$ cat src/rtl/ntt_ctrl_pkg.sv
// Shared constants and state encoding for the NTT control sequencer.
// No logic here; latency and backpressure are defined by the users of this package.
package ntt_ctrl_pkg;

    localparam int LOGN_DEF = 3;
    localparam int NPTS_DEF = 8;

    localparam logic RW_READ  = 1'b0;
    localparam logic RW_WRITE = 1'b1;

    typedef enum logic [3:0] {
        ST_IDLE = 4'd0,
        ST_IDX  = 4'd1,
        ST_RD   = 4'd2,
        ST_CALC = 4'd3,
        ST_WAIT = 4'd4,
        ST_WR   = 4'd5,
        ST_NXT  = 4'd6,
        ST_DONE = 4'd7,
        ST_ERR  = 4'd8
    } state_e;

endpackage

$ cat src/rtl/ntt_loop_counter.sv
// Nested stage/butterfly counter with registered span outputs; updates on the edge after inc/clr.
// No backpressure: inc is honoured every cycle it is asserted.
module ntt_loop_counter
    import ntt_ctrl_pkg::*;
#(
    parameter int n    = 4,
    parameter int LOGN = LOGN_DEF,
    parameter int NPTS = NPTS_DEF
) (
    input  logic       clock,
    input  logic       reset,
    input  logic       clr,
    input  logic       inc,
    output logic [n:0] i,
    output logic [n:0] j,
    output logic [n:0] t,
    output logic [n:0] tprev,
    output logic       last_i,
    output logic       last_j
);

    localparam int         W      = n + 1;
    localparam logic [n:0] NPTS_W = W'(NPTS);
    localparam logic [n:0] J_MAX  = W'(NPTS / 2 - 1);
    localparam logic [n:0] I_MAX  = W'(LOGN - 1);

    logic [n:0] i_q, i_d;
    logic [n:0] j_q, j_d;
    logic [n:0] t_q, t_d;
    logic [n:0] tprev_q, tprev_d;

    always_comb begin
        i_d = i_q;
        j_d = j_q;
        if (clr) begin
            i_d = '0;
            j_d = '0;
        end else if (inc) begin
            if (j_q != J_MAX) begin
                j_d = j_q + 1'b1;
            end else begin
                j_d = '0;
                // the final stage holds i so spans stay valid until the next clr
                if (i_q != I_MAX) begin
                    i_d = i_q + 1'b1;
                end
            end
        end
        t_d     = NPTS_W >> (i_d + 1'b1);
        tprev_d = NPTS_W >> i_d;
    end

    always_ff @(posedge clock) begin
        if (reset) begin
            i_q     <= '0;
            j_q     <= '0;
            t_q     <= NPTS_W >> 1;
            tprev_q <= NPTS_W;
        end else begin
            i_q     <= i_d;
            j_q     <= j_d;
            t_q     <= t_d;
            tprev_q <= tprev_d;
        end
    end

    assign i      = i_q;
    assign j      = j_q;
    assign t      = t_q;
    assign tprev  = tprev_q;
    assign last_i = (i_q == I_MAX);
    assign last_j = (j_q == J_MAX);

endmodule

$ cat src/rtl/ntt_sequencer.sv
// Control FSM for one in-place NTT; 6 cycles per butterfly with prompt acks, done 73 cycles after start.
// Stalls in WAIT until both tw_ack and buf_ack are seen; errors out (sticky) after TMO wait cycles.
module ntt_sequencer
    import ntt_ctrl_pkg::*;
#(
    parameter int n    = 4,
    parameter int LOGN = LOGN_DEF,
    parameter int NPTS = NPTS_DEF,
    parameter int TMO  = 64
) (
    input  logic       clock,
    input  logic       reset,
    input  logic       start,
    output logic [n:0] i,
    output logic [n:0] j,
    output logic [n:0] N,
    output logic [n:0] t,
    output logic [n:0] tprev,
    output logic       start1,
    output logic       start2,
    output logic       enable,
    output logic       rw,
    input  logic       tw_ack,
    input  logic       buf_ack,
    output logic       busy,
    output logic       done,
    output logic       err
);

    localparam int              W      = n + 1;
    localparam int              CW     = $clog2(TMO + 1);
    localparam logic [n:0]      NPTS_W = W'(NPTS);
    localparam logic [CW-1:0]   TMO_W  = CW'(TMO);

    state_e        state_q, state_d;
    logic          tw_seen_q, tw_seen_d;
    logic          buf_seen_q, buf_seen_d;
    logic [CW-1:0] tmo_q, tmo_d;
    logic          start1_q, start1_d;
    logic          start2_q, start2_d;
    logic          enable_q, enable_d;
    logic          rw_q, rw_d;
    logic          busy_q, busy_d;
    logic          done_q, done_d;
    logic          err_q, err_d;
    logic [n:0]    n_q;
    logic          cnt_clr, cnt_inc, last_i, last_j;

    ntt_loop_counter #(
        .n    (n),
        .LOGN (LOGN),
        .NPTS (NPTS)
    ) u_cnt (
        .clock  (clock),
        .reset  (reset),
        .clr    (cnt_clr),
        .inc    (cnt_inc),
        .i      (i),
        .j      (j),
        .t      (t),
        .tprev  (tprev),
        .last_i (last_i),
        .last_j (last_j)
    );

    always_comb begin
        state_d    = state_q;
        tw_seen_d  = tw_seen_q;
        buf_seen_d = buf_seen_q;
        tmo_d      = tmo_q;
        cnt_clr    = 1'b0;
        cnt_inc    = 1'b0;
        case (state_q)
            ST_IDLE: begin
                if (start) begin
                    state_d = ST_IDX;
                    cnt_clr = 1'b1;
                end
            end
            ST_IDX:  state_d = ST_RD;
            ST_RD:   state_d = ST_CALC;
            ST_CALC: begin
                tw_seen_d  = 1'b0;
                buf_seen_d = 1'b0;
                tmo_d      = '0;
                state_d    = ST_WAIT;
            end
            ST_WAIT: begin
                tw_seen_d  = tw_seen_q | tw_ack;
                buf_seen_d = buf_seen_q | buf_ack;
                tmo_d      = tmo_q + 1'b1;
                // completing acks win over a timeout landing in the same cycle
                if (tw_seen_d && buf_seen_d) begin
                    state_d = ST_WR;
                end else if (tmo_d == TMO_W) begin
                    state_d = ST_ERR;
                end
            end
            ST_WR:   state_d = ST_NXT;
            ST_NXT: begin
                cnt_inc = 1'b1;
                state_d = (last_i && last_j) ? ST_DONE : ST_IDX;
            end
            ST_DONE: state_d = ST_IDLE;
            ST_ERR:  state_d = ST_ERR;
            default: state_d = ST_IDLE;
        endcase

        // outputs are registered off the next state so they align with it
        start1_d = (state_d == ST_IDX);
        start2_d = (state_d == ST_CALC);
        enable_d = (state_d == ST_RD) || (state_d == ST_WR);
        rw_d     = (state_d == ST_WR) ? RW_WRITE : RW_READ;
        done_d   = (state_d == ST_DONE);
        err_d    = (state_d == ST_ERR);
        busy_d   = (state_d != ST_IDLE) && (state_d != ST_DONE) && (state_d != ST_ERR);
    end

    always_ff @(posedge clock) begin
        if (reset) begin
            state_q    <= ST_IDLE;
            tw_seen_q  <= 1'b0;
            buf_seen_q <= 1'b0;
            tmo_q      <= '0;
            start1_q   <= 1'b0;
            start2_q   <= 1'b0;
            enable_q   <= 1'b0;
            rw_q       <= RW_READ;
            busy_q     <= 1'b0;
            done_q     <= 1'b0;
            err_q      <= 1'b0;
            n_q        <= NPTS_W;
        end else begin
            state_q    <= state_d;
            tw_seen_q  <= tw_seen_d;
            buf_seen_q <= buf_seen_d;
            tmo_q      <= tmo_d;
            start1_q   <= start1_d;
            start2_q   <= start2_d;
            enable_q   <= enable_d;
            rw_q       <= rw_d;
            busy_q     <= busy_d;
            done_q     <= done_d;
            err_q      <= err_d;
            n_q        <= NPTS_W;
        end
    end

    assign N      = n_q;
    assign start1 = start1_q;
    assign start2 = start2_q;
    assign enable = enable_q;
    assign rw     = rw_q;
    assign busy   = busy_q;
    assign done   = done_q;
    assign err    = err_q;

endmodule
$ cat config.mk
export PLATFORM = sky130hd
export DESIGN_NAME = ntt_sequencer
export DESIGN_NICKNAME = d
export VERILOG_FILES = /design/src/rtl/ntt_ctrl_pkg.sv /design/src/rtl/ntt_loop_counter.sv /design/src/rtl/ntt_sequencer.sv
export SDC_FILE = /design/constraint.sdc
export NUM_CORES = 1
export LEC_CHECK = 0
export CAP_MARGIN = 5
export CELL_PAD_IN_SITES_DETAIL_PLACEMENT = 0
export CELL_PAD_IN_SITES_GLOBAL_PLACEMENT = 2
export CORE_ASPECT_RATIO = 0.8
export CORE_UTILIZATION = 31
export CTS_CLUSTER_SIZE = 8
export DETAILED_ROUTE_END_ITERATION = 8
export GPL_ROUTABILITY_DRIVEN = 0
export GPL_TIMING_DRIVEN = 0
export PLACE_DENSITY = 0.85
export SKIP_CTS_REPAIR_TIMING = 1
export SYNTH_ARGS = -nofsm -noshare
export SYNTH_HDL_FRONTEND = slang
export SYNTH_HIERARCHICAL = 1
export SYNTH_SLANG_ARGS = --single-unit
export TNS_END_PERCENT = 30
$ cat constraint.sdc
create_clock -name clock -period 4.4 [get_ports clock]
set_input_delay 0.88 -clock clock [delete_from_list [all_inputs] [get_ports clock]]
set_output_delay 0.88 -clock clock [all_outputs]
set_load 0.005 [all_outputs]
==> flow_metrics.env, run 1 <==
export IMPL_status="finished clean"
export IMPL_ir_drop_uv=238.8
export IMPL_cts_sinks=38
export IMPL_worst_ep_required_time_ps=4590
export IMPL_ys_ff_latch=38
export IMPL_internal_power_w=0.0005976
export IMPL_io_pins=37
export IMPL_ys_async_sr_fraction_pct=0
export IMPL_seqPwrFrac_pct=44.3
export IMPL_crit_fanout=10
export IMPL_vias=1642
export IMPL_power_switching_w=0.0002974
export IMPL_drv_cap=0
export IMPL_slew_headroom_pct=49.82
export IMPL_utilization_pct=40.55
export IMPL_synth_ff_type="dfxtp_1"
export IMPL_power_leakage_nw=0.8582
export IMPL_antenna_found_initial=0
export IMPL_path_clk_slew_ps=80
export IMPL_fin_crit_sh_pct=81.73
export IMPL_cts_htree_levels=2
export IMPL_multi_input_area_um2=1045
export IMPL_p_clk_share_pct=24.9
export IMPL_min_path_type="register to register"
export IMPL_final_fill_count=610
export IMPL_numCtsBuffers=5
export IMPL_gr_total_overflow=0
export IMPL_drt_first_pass_iters=4
export IMPL_hold_violations=0
export IMPL_fin_crit_ps=3596
export IMPL_grt_max_degree=12
export IMPL_die_height_um=72.47
export IMPL_power_frac_comb_pct=30.7
export IMPL_grt_pass1_vias=1408
export IMPL_critPathKind="register to register"
export IMPL_place_hpwl_um=3096
export IMPL_portBuffers=29
export IMPL_fmax_mhz=278.1
export IMPL_ant_nets=0
export IMPL_seq_area_frac_synth_pct=39.53
export IMPL_syn_area_per_cell_um2=8.787
export IMPL_worstSetupStartpointType="register"
export IMPL_yosys_area_top_type="dfxtp_1"
export IMPL_drc=0
export IMPL_synth_top_area_share_pct=39.53
export IMPL_grt_pass1_wl_um=6762
export IMPL_fin_tns_setup_ps=0
export IMPL_ctsRootBufferMaster="clkbuf_8"
export IMPL_rsz0062_at_grt="no"
export IMPL_synth_area_leaders="dfxtp_1, nor2_1, ha_1, a21oi_1, buf_4"
export IMPL_synth_common_cells="dfxtp_1, nor2_1, a21oi_1"
export IMPL_die_w_um=90.09
export IMPL_antennaDiodeCount=0
export IMPL_initial_utilization_pct=32.38
export IMPL_die_area_um2=6528
export IMPL_end_kind="register"
export IMPL_cp_arrival_ps=3780
export IMPL_nNetsFinal=269
export IMPL_clock_skew_ps=6.521
export IMPL_switching_share_pct=33.23
export IMPL_area_growth_pct=25.23
export IMPL_track_usage_pct=13.14
export IMPL_powerDensity_nw_per_um2=371.4
export IMPL_setup_viol=0
export IMPL_drtIter0Drc=70
export IMPL_viasPerCell=4.829
export IMPL_synth_cell_types=56
export IMPL_worstMarginPinSlew_ps=750.7
export IMPL_cts_tree="yes"
export IMPL_finalMaxSlewViolations=0
export IMPL_wl_um=4227
export IMPL_drive_above_1_share_pct=11.97
export IMPL_yosys_warnings=6
export IMPL_core_um2=5943
export IMPL_syn_area_um2=1924
export IMPL_wl_per_cell_um=12.43
export IMPL_synth_most_common_cell="dfxtp_1"
export IMPL_final_seq_area_um2=760.7
export IMPL_clock_path_buffers=2
export IMPL_clock_latency_ps=280
export IMPL_row_count=25
export IMPL_syn_inst=219
export IMPL_synth_edff_count=0
-- cell usage in the layout, fill, tap and decap left out, types with 5 or more instances in the layout --
master	synthesis	layout
o21ai_0	7	7
clkdlybuf4s50_1	0	29
clkbuf_1	8	8
nand2_1	10	10
nor3_1	6	6
ha_1	5	5
a31oi_1	5	5
dfxtp_1	38	38
xnor2_1	5	5
buf_4	8	8
conb_1	3	7
inv_1	6	6
a21oi_1	12	12
clkbuf_8	0	5
nor2_1	28	28
-- stage by stage --
| stage | hold WS, ps | total power (W) | setup slack [ps] | cells | area, um^2 |
|---|---|---|---|---|---|
| 5_1_grt | 536.4 | 0.0009590 | 385.9 | 340 | 2410 |
| 3_5_place_dp | 495.0 | 0.0006773 | 793.6 | 333 | 2331 |
| 3_3_place_gp | 482.1 | 0.0006816 | 787.7 | 333 | 2331 |
| 6_report | 509.8 | 0.0008950 | 804.0 | 340 | 2410 |
| 2_1_floorplan | 460.1 | 0.0005905 | 1348 | 223 | 1939 |
| 4_1_cts | 510.8 | 0.0009071 | 787.2 | 340 | 2410 |
-- area by class of cell --
type,instances,share of cell area (%)
Buffer,19,4.621
Tap cell,81,4.206
Clock inverter,2,0.4154
Clock buffer,5,2.856
Inverter,6,0.9346
Timing Repair Buffer,29,12.05
Multi-Input combinational cell,160,43.35
Sequential cell,38,31.57
-- flip-flops by register name (all words and copies together) (netlist names) --
signal / flops
u_cnt/t: 4
enable: 1
tmo_q: 7
rw: 1
start1: 1
buf_seen_q: 1
u_cnt/tprev: 4
tw_seen_q: 1
done: 1
state_q: 4
u_cnt/i: 5
u_cnt/j: 5
start2: 1
err: 1
busy: 1
-- worst paths after layout --
path,from,end,slack [ps],cells past startpoint
setup / recovery,state_q[2]$_SDFF_PP0_,u_cnt/t[0]$_SDFF_PP0_,800,12
hold / removal,buf_seen_q$_SDFFE_PP0P_,buf_seen_q$_SDFFE_PP0P_,510,2
setup reg to reg,state_q[2]$_SDFF_PP0_,u_cnt/t[0]$_SDFF_PP0_,800,12
hold reg to reg,buf_seen_q$_SDFFE_PP0P_,buf_seen_q$_SDFFE_PP0P_,510,2
-- metal layers --
metal	track usage [%]	wire length (um)	vias up
met4	3.763	26	0
met5	0	0	-
met2	19.25	1716	36
met3	3.249	194	2
met1	19.03	2290	746
li1	-	-	858
-- critical path, cell delays in order, from the launching register on --
cell	delay, ps
dfxtp_1	340
clkbuf_1	340
nand2b_1	180
nor3b_1	590
nand2_1	270
nor3_2	330
xnor2_1	140
or2_2	320
inv_1	140
ha_1	200
nor3b_1	230
o21ai_2	130
a2111oi_2	290
-- power groups by stage --
stage,registers (W),clock network (W),logic (W)
final,0.000397,0.000223,0.000275
after CTS,0.000397,0.000235,0.000275
after global placement,0.000406,0,0.000276
after detailed placement,0.000405,0,0.000273
after floorplan,0.000403,0,0.000188
after global routing,0.000402,0.000248,0.000310
-- kinds of logic after synthesis --
logic type,Yosys count,synth area share [%]
AO/OA/AOI/OAI,51,18.34
XOR/XNOR,7,3.186
adder cells (fa/ha/maj),5,3.251
buffers and inverters,25,6.957
flip-flops,38,39.53
multiplexers,2,1.235
other,3,0.5851
AND/OR/NAND/NOR,88,26.92
Note: power is estimated with default switching activity, not from simulation.
==> run 2, diff against run 1 <==
Settings changed: CORE_UTILIZATION 31 to 28, PLACE_DENSITY 0.85 to 0.82.
Clock period 4.4 ns to 3.2 ns, I/O delays scaled along.
==> run 2 against run 1 <==
Compared with the run above: sequential power rose by 38%; via count fell by 0.37%; register-to-register slack got worse by 500 ps; critical path type unchanged; critical endpoint unchanged; largest cell class unchanged; highest routed layer unchanged.
==> flow_metrics.env, run 2 (synthesis gave the netlist of run 1 again) <==
export IMPL_grt_pass1_wl_um=7327
export IMPL_rr_startpoint="state_q[2]$_SDFF_PP0_"
export IMPL_crit_fanout=10
export IMPL_nNetsFinal=269
export IMPL_worstMarginPinSlew_ps=767.5
export IMPL_ant_nets=0
export IMPL_cts_htree_levels=2
export IMPL_place_hpwl_um=3171
export IMPL_clock_skew_ps=5.457
export IMPL_clock_path_buffers=2
export IMPL_end_kind="register"
export IMPL_slew_headroom_pct=48.70
export IMPL_fin_crit_ps=2895
export IMPL_wl_per_cell_um=12.70
export IMPL_drt_first_pass_iters=4
export IMPL_drv_cap=0
export IMPL_layout_commonest_cell="dfxtp_1"
export IMPL_track_usage_pct=12.92
export IMPL_seqPwrFrac_pct=42.9
export IMPL_ff2ff_setup_slack_ps=300
export IMPL_rsz0062_at_grt="no"
export IMPL_drtIter0Drc=142
export IMPL_area_growth_pct=27.50
export IMPL_final_cell_mix="dfxtp_1, clkdlybuf4s50_1, nor2_1"
export IMPL_drc=0
export IMPL_final_seq_area_um2=760.7
export IMPL_fmax_mhz=345.4
export IMPL_top_register="tmo_q"
export IMPL_internal_power_w=0.0008538
export IMPL_finalMaxSlewViolations=0
export IMPL_wl_um=4368
export IMPL_antennaDiodeCount=0
export IMPL_largest_reg_flops=7
export IMPL_worst_ep_required_time_ps=3390
export IMPL_cp_arrival_ps=3090
export IMPL_grt_max_degree=12
export IMPL_portBuffers=29
export IMPL_antenna_found_initial=0
export IMPL_powerDensity_nw_per_um2=520.7
export IMPL_switching_share_pct=33.17
export IMPL_hold_violations=0
export IMPL_core_um2=6506
export IMPL_die_w_um=94.69
export IMPL_viasPerCell=4.756
export IMPL_path_clk_slew_ps=70
export IMPL_multi_input_area_um2=1067
export IMPL_power_frac_comb_pct=30.4
export IMPL_ctsRootBufferMaster="clkbuf_8"
export IMPL_die_area_um2=7210
export IMPL_ir_drop_uv=212.0
export IMPL_power_leakage_nw=0.8738
export IMPL_setup_viol=0
export IMPL_critPathLaunch="state_q[2]$_SDFF_PP0_"
export IMPL_numCtsBuffers=5
export IMPL_power_switching_w=0.0004237
export IMPL_grt_pass1_vias=1446
export IMPL_hold_slack_ps=516.6
export IMPL_gr_total_overflow=0
export IMPL_drive_above_1_share_pct=13.46
export IMPL_worstSetupStartpointType="register"
export IMPL_fin_crit_sh_pct=90.48
export IMPL_utilization_pct=37.71
export IMPL_vias=1636
export IMPL_p_clk_share_pct=26.7
export IMPL_clock_latency_ps=290
export IMPL_io_pins=37
export IMPL_die_height_um=76.15
export IMPL_final_fill_count=702
export IMPL_critPathKind="register to register"
export IMPL_hp_start="tw_seen_q$_SDFFE_PP0P_"
export IMPL_cts_tree="yes"
export IMPL_row_count=26
export IMPL_initial_utilization_pct=29.58
export IMPL_min_path_type="register to register"
export IMPL_status="finished clean"
export IMPL_cts_sinks=38
-- run 2: worst paths after layout --
check | end | cells after the start
worst max-delay path | u_cnt/t[0]$_SDFF_PP0_ | 12
worst min-delay path | tw_seen_q$_SDFFE_PP0P_ | 2
worst max register to register | u_cnt/t[0]$_SDFF_PP0_ | 12
worst min register to register | tw_seen_q$_SDFFE_PP0P_ | 2
-- run 2: per-layer routing --
layer,wire (um),global-route usage (%),part of all wire [%]
met2,1598,15.11,37
met4,59,5.000,1.4
met1,2443,21.20,56
met3,266,3.293,6.1
met5,0,0,0
-- run 2: worst max-delay path, cell delays in order, from the launching register on --
cell,delay (ps)
dfxtp_1,350
clkbuf_2,220
nand2b_1,160
nor3b_4,230
nand2_1,190
nor3_4,260
xnor2_1,120
or2_2,310
inv_1,140
ha_1,200
nor3b_2,190
o21ai_2,120
a2111oi_2,300
-- run 2: power by group through the flow --
| stage | clock, W | sequential (W) | combinational [W] |
|---|---|---|---|
| global placement | 0 | 0.000556 | 0.000381 |
| global route | 0.000384 | 0.000553 | 0.000434 |
| detailed placement | 0 | 0.000557 | 0.000378 |
| floorplan | 0 | 0.000554 | 0.000258 |
| finish | 0.000342 | 0.000548 | 0.000388 |
| CTS | 0.000356 | 0.000547 | 0.000380 |
-- run 2: final cells by class --
cell class,instances,share of cell area [%]
Multi-Input combinational cell,160,43.50
Sequential cell,38,31.00
Clock buffer,7,3.519
Clock inverter,1,0.2040
Buffer,18,4.437
Tap cell,84,4.284
Inverter,6,0.9179
Timing Repair Buffer,30,12.14
-- run 2: per-stage QoR --
step	setup WS, ps	instance area, um^2	setup TNS (ps)	instances	power (W)
4_1_cts	-524.4	2426	-1555	344	0.001283
3_5_place_dp	-495.4	2335	-1430	336	0.0009358
6_report	304.5	2454	0	344	0.001278
3_3_place_gp	-423.8	2335	-1178	336	0.0009371
2_1_floorplan	148.2	1939	0	223	0.0008120
5_1_grt	38.87	2454	0	344	0.001371
==> edit 1 (config.mk and constraints of run 2) <==
`n` is set to 4 in 2 places; all go to 5.
--- a/src/rtl/ntt_loop_counter.sv
+++ b/src/rtl/ntt_loop_counter.sv
@@ -5,3 +5,3 @@
 #(
-    parameter int n    = 4,
+    parameter int n    = 5,
     parameter int LOGN = LOGN_DEF,
--- a/src/rtl/ntt_sequencer.sv
+++ b/src/rtl/ntt_sequencer.sv
@@ -5,3 +5,3 @@
 #(
-    parameter int n    = 4,
+    parameter int n    = 5,
     parameter int LOGN = LOGN_DEF,
Ports: changed (5 resized); port bits go from 37 to 42. The function was not compared with the original's and may differ.
==> edit 1 against run 2 <==
  * Count of clock-buffer cells in the layout is 2 lower
  * Die area is 9.1% higher
  * Synthesized area is 9.4% higher
  * Sequential power is 4.4% higher
  * Final area is 10% higher
  * Power is 9.1% higher
  * Synthesized cell count is 11% higher
  * Combinational power is 5.9% higher
  * Maximum frequency is 1.3% lower
  * Clock power is 20% higher
  * Sequential cell count is 2 higher
  * Worst hold slack worse by 8.0 ps
  * Routed wire length is 12% higher
  * Setup slack worse by 39 ps
==> edit 1: results <==
export IMPL_status="finished, final reports clean"
export IMPL_use_met3_pct=2.715
export IMPL_cp_max_fo=7
export IMPL_fin_worst_skew_ps=10.07
export IMPL_dp_hpwl_um=3572
export IMPL_grt_start_max_net_pins=14
export IMPL_use_met1_pct=20.29
export IMPL_gr_usage_all_layers_pct=13.40
export IMPL_multi_input_area_sq_um=1200
export IMPL_synth_area_leaders="dfxtp_1 (38%), nor2_1 (5.9%), buf_4 (3.6%)"
export IMPL_wl_um=4888
export IMPL_worstHoldStart="buf_seen_q$_SDFFE_PP0P_"
export IMPL_cts_clk_slew_worst_paths_ps=90
export IMPL_post_dp_cell_area_sq_um=2550
export IMPL_arrival_ps=3140
export IMPL_gr_usage_met2_pct=18.46
export IMPL_fill_cells=751
export IMPL_synthTopCellsByCount="dfxtp_1 (40), nor2_1 (33), a21oi_1 (12)"
export IMPL_ys_seq_area_share_pct=38.05
export IMPL_ir_drop_uv=180.6
export IMPL_multi_input_cells=182
export IMPL_place_inst=367
export IMPL_post_drt_wl_per_cell_um=13.07
export IMPL_critPathMaxStageDelay_ps=500
export IMPL_grt_pass1_wl_um=8259
-- edit 1: final timing paths --
path	to	slack, ps	cells after the start
worst max-delay path	u_cnt/t[3]$_SDFF_PP0_	270	10
worst min-delay path	buf_seen_q$_SDFFE_PP0P_	510	2
worst max register to register	u_cnt/t[3]$_SDFF_PP0_	270	10
worst min register to register	buf_seen_q$_SDFFE_PP0P_	510	2
-- edit 1: routing by layer --
layer / wire length [um] / share of wire, %
met5: 0 / 0
met4: 59 / 1.2
met3: 216 / 4.4
met2: 1902 / 39
met1: 2710 / 55
-- edit 1: worst register-to-register path, cell delays in order, from the launching register on --
cell	delay [ps]
dfxtp_1	470
ha_1	190
or4b_1	500
o211ai_1	310
xnor2_1	150
nor2_2	240
ha_2	260
inv_1	70
nor4_2	270
nor3_1	120
nor4b_2	270
-- edit 1: power breakdown --
| part | internal [mW] | switching [mW] | leakage [nW] | total, mW |
|---|---|---|---|---|
| clock | 0.231 | 0.180 | 0.0541 | 0.411 |
| sequential | 0.543 | 0.0290 | 0.324 | 0.572 |
| combinational | 0.180 | 0.231 | 0.586 | 0.411 |
-- edit 1: cells by family (layout without fill, tap and decap cells) --
logic type,Yosys count,after routing,share of synthesized area [%]
flip-flops,40,40,38.05
other,3,10,0.5350
AO/OA/AOI/OAI,52,52,16.83
AND/OR/NAND/NOR,105,105,29.49
XOR/XNOR,7,7,2.913
adder cells (fa/ha/maj),5,5,2.973
buffers and inverters,27,65,7.788
multiplexers,3,3,1.427
-- edit 1: stage by stage --
step | setup TNS [ps] | util, % | hold slack (ps)
after global routing | -18.86 | 38.24 | 540.1
final | 0 | 38.24 | 508.6
after floorplan | 0 | - | 460.1
after CTS | -230.4 | 37.69 | 519.3
after detailed placement | -148.2 | 36.12 | 498.8
after global placement | -112.8 | 36.12 | 481.6
==> edit 2 (settings of run 2) <==
Made on the original files. Register the output `err` once more; this adds one clock of latency there. The other outputs are not delayed to match.
--- a/src/rtl/ntt_sequencer.sv
+++ b/src/rtl/ntt_sequencer.sv
@@ -155,3 +155,5 @@
     assign done   = done_q;
-    assign err    = err_q;
+    always_ff @(posedge clock) begin
+        err <= err_q;
+    end
 
Function: no difference found for any inputs over 10 cycles, from zero or initial values and one cycle with reset high; that may be too few to reach the edited logic, so the function may still have changed.
==> edit 2 against run 2 <==
  * Final area up 1.3%
  * Power rose by 3.3%
  * Synthesized area up 1.0%
  * Clock power is 8.2% higher
  * Sequential share of layout area up 0.42 points
  * Setup slack improved by 36 ps
  * Sequential cell count rose by 1
  * Worst hold slack worse by 190 ps
  * Routed wire length grew 1.4%
==> edit 2: results <==
export IMPL_status="finished, final reports clean"
export IMPL_ir_drop_uv=182.5
export IMPL_wl_met1_um=2471
export IMPL_tightest_slew_ps=775.6
export IMPL_power_switching_uw=430.2
export IMPL_p_leak_nw=0.8862
export IMPL_clock_area_share_pct=4.028
export IMPL_holdWs_ps=330.1
export IMPL_synthTopCellsByCount="dfxtp_1 (39), nor2_1 (28), a21oi_1 (12)"
export IMPL_regArea_sq_um=780.7
export IMPL_dp_slack_ps=-446.8
export IMPL_gr_usage_all_layers_pct=12.81
export IMPL_grt_pass1_wl_um=7272
export IMPL_use_met1_pct=20.01
export IMPL_post_dp_cell_area_sq_um=2355
export IMPL_fin_util_pct=38.00
export IMPL_stdcell_count=345
export IMPL_cts_sinks=39
export IMPL_die_area_sq_um=7283
export IMPL_vias=1676
export IMPL_finalNetCount=270
export IMPL_worstHoldStart="err_q$_SDFF_PP0_"
export IMPL_dp_hpwl_um=3166
export IMPL_drive_above_1_share_pct=13.79
export IMPL_gr_usage_met2_pct=15.79
export IMPL_use_met3_pct=2.794
export IMPL_hold_end="err$_DFF_P_"
export IMPL_wl_um=4431
export IMPL_place_inst=337
export IMPL_drtIter0Drc=107
export IMPL_wl_met3_um=242
export IMPL_fill_cells=697
export IMPL_multi_input_area_sq_um=1070
export IMPL_ys_seq_area_share_pct=40.15
export IMPL_fin_worst_skew_ps=3.799
export IMPL_synth_area_leaders="dfxtp_1 (40%), nor2_1 (5.4%), ha_1 (3.2%)"
export IMPL_min_path_cells=0
export IMPL_clockBufferCount=8
export IMPL_avgSynthCellArea_sq_um=8.838
==> edit 2: changes by cell type after synthesis <==
| cell | delta |
|---|---|
| dfxtp_1 | +1 |
==> edit 2: logic make-up after synthesis <==
kind of cell    count (synthesis)  synth area share (%)
buf+inv                        25                 6.886
flops                          39                 40.15
other cells                     3                0.5791
mux                             2                 1.223
xor+xnor                        7                 3.153
fa+ha+maj                       5                 3.218
simple gates                   88                 26.64
compound gates                 51                 18.15
==> edit 2: power groups by stage <==
stage,Sequential [mW],Clock [mW],Combinational (mW)
floorplan,0.567,0,0.258
global placement,0.569,0,0.381
detailed placement,0.570,0,0.378
CTS,0.559,0.388,0.379
global route,0.565,0.409,0.439
finish,0.560,0.370,0.390
==> edit 2: worst max-delay path: stages (launching register included) <==
cell and delay [ps]:
dfxtp_1 340, clkbuf_2 220, nand2b_1 160, nor3b_4 250
nand2_2 140, nor3_4 240, xnor2_1 120, or2_2 320
inv_1 150, ha_1 210, nor3b_2 200, o21ai_2 110
a2111oi_2 290
==> edit 2: worst max-delay path by stage <==
stage | endpoint | slack, ps | startpoint | cells after the start
after CTS | u_cnt/t[0]$_SDFF_PP0_ | -480 | state_q[2]$_SDFF_PP0_ | 12
after global placement | u_cnt/t[0]$_SDFF_PP0_ | -400 | state_q[2]$_SDFF_PP0_ | 12
after detailed placement | u_cnt/t[0]$_SDFF_PP0_ | -450 | state_q[2]$_SDFF_PP0_ | 12
after floorplan | u_cnt/t[0]$_SDFF_PP0_ | 150 | state_q[1]$_SDFF_PP0_ | 12
final | u_cnt/t[0]$_SDFF_PP0_ | 340 | state_q[2]$_SDFF_PP0_ | 12
after global routing | u_cnt/t[0]$_SDFF_PP0_ | 50 | state_q[2]$_SDFF_PP0_ | 12
